File: src/rtl/counter_updn_mod.sv
// rtl/counter_updn_mod.sv - parametrised up/down modulo counter with cascade carry and sticky overflow
module counter_updn_mod #(
  parameter int     WIDTH     = 8,
  parameter longint MODULUS   = 256,
  parameter longint RESET_VAL = 0,
  parameter bit     SAT_MODE  = 1'b0
) (
  input  logic             CLK,
  input  logic             RSTN,
  input  logic             SCLR,
  input  logic             LOAD,
  input  logic [WIDTH-1:0] D,
  input  logic             EN,
  input  logic             CAI,
  input  logic             UP,
  input  logic             OVF_CLR,
  output logic [WIDTH-1:0] Q,
  output logic             TC,
  output logic             CAO,
  output logic             OVF
);

  // Largest legal modulus for this width; 64-bit so WIDTH=32 does not overflow.
  localparam longint MOD_MAX = longint'(1) << WIDTH;

  // Highest count value and the reset value, narrowed to the counter width.
  localparam logic [WIDTH-1:0] TERM_UP = WIDTH'(MODULUS - 1);
  localparam logic [WIDTH-1:0] RST_Q   = WIDTH'(RESET_VAL);
  localparam logic [WIDTH-1:0] ZERO    = '0;

  // Reject impossible configurations while elaborating rather than misbehaving silently.
  if (WIDTH < 1 || WIDTH > 32) begin : g_bad_width
    $error("counter_updn_mod: WIDTH must be 1..32");
  end
  if (MODULUS < 2 || MODULUS > MOD_MAX) begin : g_bad_modulus
    $error("counter_updn_mod: MODULUS must be 2..2**WIDTH");
  end
  if (RESET_VAL < 0 || RESET_VAL >= MODULUS) begin : g_bad_reset_val
    $error("counter_updn_mod: RESET_VAL must be 0..MODULUS-1");
  end

  logic [WIDTH-1:0] q_r;
  logic [WIDTH-1:0] q_nxt;
  logic [WIDTH-1:0] q_step;
  logic [WIDTH-1:0] d_clamped;
  logic             ovf_r;
  logic             ovf_nxt;
  logic             tc;
  logic             step;

  // Terminal count depends on direction: top of range going up, zero going down.
  always_comb begin
    tc = UP ? (q_r == TERM_UP) : (q_r == ZERO);
  end

  // A count step only happens when enabled, carried in, and not overridden by clear/load.
  always_comb begin
    step = EN & CAI & ~SCLR & ~LOAD;
  end

  // Value after one step: increment/decrement, or wrap/hold when sitting at terminal.
  always_comb begin
    q_step = q_r;
    if (UP) begin
      if (tc) begin
        q_step = SAT_MODE ? q_r : ZERO;
      end else begin
        q_step = q_r + 1'b1;
      end
    end else begin
      if (tc) begin
        q_step = SAT_MODE ? q_r : TERM_UP;
      end else begin
        q_step = q_r - 1'b1;
      end
    end
  end

  // Out-of-range load values are pinned to the top of the count range.
  always_comb begin
    d_clamped = (D > TERM_UP) ? TERM_UP : D;
  end

  // Next counter value with clear over load over step.
  always_comb begin
    q_nxt = q_r;
    if (SCLR) begin
      q_nxt = ZERO;
    end else if (LOAD) begin
      q_nxt = d_clamped;
    end else if (step) begin
      q_nxt = q_step;
    end
  end

  // Overflow is sticky; a new overflow event beats a simultaneous clear request.
  always_comb begin
    ovf_nxt = ovf_r;
    if (step && tc) begin
      ovf_nxt = 1'b1;
    end else if (OVF_CLR) begin
      ovf_nxt = 1'b0;
    end
  end

  // Counter and flag registers with asynchronous reset.
  always_ff @(posedge CLK or negedge RSTN) begin
    if (!RSTN) begin
      q_r   <= RST_Q;
      ovf_r <= 1'b0;
    end else begin
      q_r   <= q_nxt;
      ovf_r <= ovf_nxt;
    end
  end

  // Carry-out is combinational so a chained upper stage steps on the same edge the lower one wraps.
  always_comb begin
    Q   = q_r;
    TC  = tc;
    CAO = EN & CAI & tc;
    OVF = ovf_r;
  end

endmodule

File: config.mk
export PLATFORM = sky130hd
export DESIGN_NAME = counter_updn_mod
export DESIGN_NICKNAME = d
export VERILOG_FILES = /design/src/rtl/counter_updn_mod.sv
export SDC_FILE = /design/constraint.sdc
export NUM_CORES = 1
export LEC_CHECK = 0
export CAP_MARGIN = 0
export CORE_UTILIZATION = 47
export DETAILED_ROUTE_END_ITERATION = 6
export GPL_ROUTABILITY_DRIVEN = 0
export PLACE_DENSITY = 0.79
export SKIP_CTS_REPAIR_TIMING = 1
export SLEW_MARGIN = 20
export SYNTH_ARGS = -nofsm -noshare
export SYNTH_HDL_FRONTEND = slang
export SYNTH_SLANG_ARGS = --single-unit
export TNS_END_PERCENT = 100
File: constraint.sdc
create_clock -name CLK -period 2.1 [get_ports CLK]
set_input_delay 0.42 -clock CLK [delete_from_list [all_inputs] [get_ports CLK]]
set_output_delay 0.42 -clock CLK [all_outputs]
set_load 0.02 [all_outputs]
==> qor_table.md <==
| Metric | This run | Unit |
|---|---|---|
| Setup TNS | -0.1572 | ns |
| Total number of yosys warnings | 0 | - |
| Number of maximum-capacitance constraint violations | 0 | - |
| GRT Total Usage | 35.34 | % |
| Setup-violating endpoint count in the final report | 2 | - |
| Cell area after synthesis | 944.7 | um2 |
| Met3 wire len | 480 | um |
| Worst-skew pair later-pin latency | 0.27 | ns |
| Worst Max-Slew Pin Slew | 0.4801 | ns |
| Classification of the worst-slack hold path | in2async | - |
| Placement Rows | 15 | - |
| Iteration-0 DRC Markers | 136 | - |
| RSZ-0062 raised after global routing | true | - |
| Post-synthesis net count | 152 | - |
| Detailed-route vias per instance | 6.625 | - |
| Required time of the critical path | 1.68 | ns |
| Final max-slew violation count | 0 | - |
| List of cells traversed by the critical path | ha_4 -> nand4_1 -> or3_4 -> o21ai_4 -> and2_4 -> buf_6 | - |
| Data arrival time of the critical path | 1.78 | ns |
| Largest driver fanout on the critical path | 4 | - |
| Clock tree from TritonCTS | yes | - |
| Die boundary width | 46.83 | um |
| Logic pwr share | 50.2 | % |
| Share of synthesized flip-flops with an asynchronous set or reset | 100.0 | % |
| Number of buffers on the longest clock path | 2 | - |
| Max Clk Rate | 453.6 | MHz |
| Root buf cell | sky130_fd_sc_hd__clkbuf_4 | - |
| Drt drc | 0 | - |
| Leakage power of the design | 0.6494 | nW |
| Die Y | 46.83 | um |
| Critical path capture point type | output port | - |
| IR drop worst, VDD | 0.3862 | mV |
| Total detailed-routing wirelength | 3834 | um |
| Synth Register Bits | 9 | - |
| Commonest cells after routing, fill and taps aside | sky130_fd_sc_hd__buf_4 (32), sky130_fd_sc_hd__clkdlybuf4s50_1 (23), sky130_fd_sc_hd__a21oi_1 (14), sky130_fd_sc_hd__nor2_1 (13), sky130_fd_sc_hd__nand2_1 (12) | - |
| Global-route wire length before repair | 5354 | um |
| Switching component of the power | 0.0002769 | W |
| Failing checks | negative setup slack | - |
| Share of total power in the clock network | 20.9 | % |
| Max-slew headroom at the worst pin | 67.89 | % |
| Fraction of the cycle the final worst path needs | 105.0 | % |
| Power density over the cells | 473.6 | mW/mm2 |
| Net switching fraction of the power | 38.43 | % |
| Sequential element share of the synthesized area | 23.84 | % |
| P&R area growth vs syn | 61.06 | % |
| Clock period minus final worst setup slack | 2.204 | ns |
| Proportion of power drawn by flip-flops and latches | 28.9 | % |
| Initial cell density of the core | 52.43 | % |
| Post-synthesis cell type count | 43 | - |
| Clk sink count | 9 | - |
| Share of the synthesized area in the top cell type | 23.84 | % |
| Level count of the clock H-tree | 1 | - |
| Routed via count | 1378 | - |
| Longest individual stage delay on the worst path | 0.43 | ns |
| Slowest cell on the critical path | sky130_fd_sc_hd__dfrtp_2 | - |
| Run status | complete, but fails checks | - |
| Startpoint Class | flip-flop | - |
| Total global routing overflow | 0 | - |
| Share of cells above drive strength 1 | 29.51 | % |
| Avg Cell Area, Syn | 7.103 | um2 |
| Setup ws final | -0.1044 | ns |
| Port Buffer Count | 26 | - |
| Yosys top cell by area | sky130_fd_sc_hd__dfrtp_1 | - |
| Main area contributors after synthesis | sky130_fd_sc_hd__dfrtp_1 (24%), sky130_fd_sc_hd__a21oi_1 (7.4%), sky130_fd_sc_hd__nor2_1 (5.2%) | - |
| Worst path bufs/invs | 1 | - |
| Sum of net half-perimeters after detailed placement | 2629 | um |
| Largest net degree at the start of global routing | 17 | - |
| Clock transition time at the flip-flop clock pins of the worst setup and hold paths | 0.07 | ns |
| Number of enable-type register cells in the synthesized netlist | 0 | - |
| Category of cells accounting for the largest share of critical-path delay | simple AND/OR/NAND/NOR gates | - |
| Hold violation total from the final report | 0 | - |
| Area of the core region | 0.001802 | mm2 |
| Final Skew | 0.0008125 | ns |
| Iteration count of the initial detailed-routing pass | 5 | - |
| Most common library cell in the layout ignoring fill and taps | sky130_fd_sc_hd__buf_4 | - |
| Cell count along the critical path | 6 | - |
| Final nets | 203 | - |
| Number of antenna violations at the first check in global routing | 0 | - |
| Int Pwr | 0.0004436 | W |
| Detailed-route wire length on metal 1 | 1309 | um |
| Drt wl/cell | 18.43 | um |
| Num CTS Buffers | 3 | - |
| Synth Flop Type | sky130_fd_sc_hd__dfrtp_1 | - |
| Overall power | 0.0007205 | W |
| Antenna violation net count after detailed routing | 0 | - |
| Via count of the first global-routing pass | 1221 | - |
| Total Die Area | 0.002193 | mm2 |
| I/O pin count | 27 | - |
| Met2 layer wire length in the routed design | 1795 | um |
| Diodes inserted | 0 | - |
| Depth of the worst register-to-register path | 6 | - |
| Worst setup path category | reg2out | - |
| Highest signal layer in the routed design | met4 | - |
| Mapped Cells | 133 | - |
[through the flow]
stage | hold WS [ns] | utilization, % | instance area (um2) | instances | worst slack [ns]
2_1_floorplan | 0.1244 | - | 973.4 | 133 | 0.02324
3_3_place_gp | 0.4987 | 79.24 | 1428 | 202 | -0.5660
3_5_place_dp | 0.5032 | 79.24 | 1428 | 202 | -0.5777
4_1_cts | 0.4664 | 80.69 | 1454 | 206 | -0.6186
5_1_grt | 0.4938 | 84.44 | 1521 | 208 | -0.1258
6_report | 0.4666 | 84.44 | 1521 | 208 | -0.1044
[cell type report]
cell class / count / area (um2)
Multi-Input combinational cell: 106 / 713.2
Timing Repair Buffer: 57 / 494.2
Fill cell: 110 / 280.3
Sequential cell: 9 / 230.2
Tap cell: 25 / 31.28
Clock buffer: 4 / 26.28
Inverter: 7 / 26.28
[worst paths after layout]
check / start / slack (ns) / to
worst max-delay path: Q[0] / -0.10 / CAO
worst min-delay path: RSTN / 0.47 / Q[7]
worst max register to register: Q[2] / 0.02 / Q[7]
worst min register to register: OVF / 0.52 / OVF
max in group asynchronous: RSTN / 1.28 / Q[1]
min in group CLK: OVF / 0.52 / OVF
[per-layer routing]
metal	track usage, %	vias up
li1	-	595
met1	38.88	613
met2	58.61	129
met3	10.77	41
met4	23.43	0
met5	0	-
[state kept, by name (all words and copies together) (netlist names)]
name and flops:
OVF 1, Q 8
[cells in the mapped netlist (2+ instances only)]
cell type,number
sky130_fd_sc_hd__nand2_1,12
sky130_fd_sc_hd__dfrtp_1,9
sky130_fd_sc_hd__nand3_1,5
sky130_fd_sc_hd__or3_1,3
sky130_fd_sc_hd__o211ai_1,2
sky130_fd_sc_hd__a31oi_1,2
sky130_fd_sc_hd__a21oi_1,14
sky130_fd_sc_hd__nor4_1,2
sky130_fd_sc_hd__o21ai_0,8
sky130_fd_sc_hd__a22o_1,2
sky130_fd_sc_hd__nand3b_1,3
sky130_fd_sc_hd__nor2_1,13
sky130_fd_sc_hd__inv_1,7
sky130_fd_sc_hd__a221oi_1,2
sky130_fd_sc_hd__ha_1,3
sky130_fd_sc_hd__o31a_1,2
sky130_fd_sc_hd__a21o_1,3
sky130_fd_sc_hd__nand4_1,4
sky130_fd_sc_hd__nor3_1,6
sky130_fd_sc_hd__clkbuf_1,8
[worst reg2reg max path: stages (launching register included)]
cell	delay [ns]
sky130_fd_sc_hd__dfrtp_2	0.46
sky130_fd_sc_hd__buf_4	0.17
sky130_fd_sc_hd__or4_4	0.55
sky130_fd_sc_hd__nor4_1	0.20
sky130_fd_sc_hd__nor3b_1	0.10
sky130_fd_sc_hd__a2111oi_1	0.36
sky130_fd_sc_hd__a211oi_2	0.13
[cells by family (layout without fill, tap and decap cells)]
kind of cell,Yosys count,after routing,synth area share [%]
AND/OR/NAND/NOR,57,57,31.13
AO/OA/AOI/OAI,44,44,31.00
buffers and inverters,18,68,8.211
flip-flops,9,9,23.84
adder cells (fa/ha/maj),3,3,3.974
XOR/XNOR,2,2,1.855
[power groups by stage]
stage | logic (W) | clock network [W] | registers [W]
5_1_grt | 0.000388 | 0.000162 | 0.000209
2_1_floorplan | 0.000160 | 0 | 0.000218
4_1_cts | 0.000327 | 0.000153 | 0.000202
3_5_place_dp | 0.000325 | 0 | 0.000205
6_report | 0.000362 | 0.000151 | 0.000208
3_3_place_gp | 0.000314 | 0 | 0.000204
No activity file was read; power rests on OpenSTA's default activity.
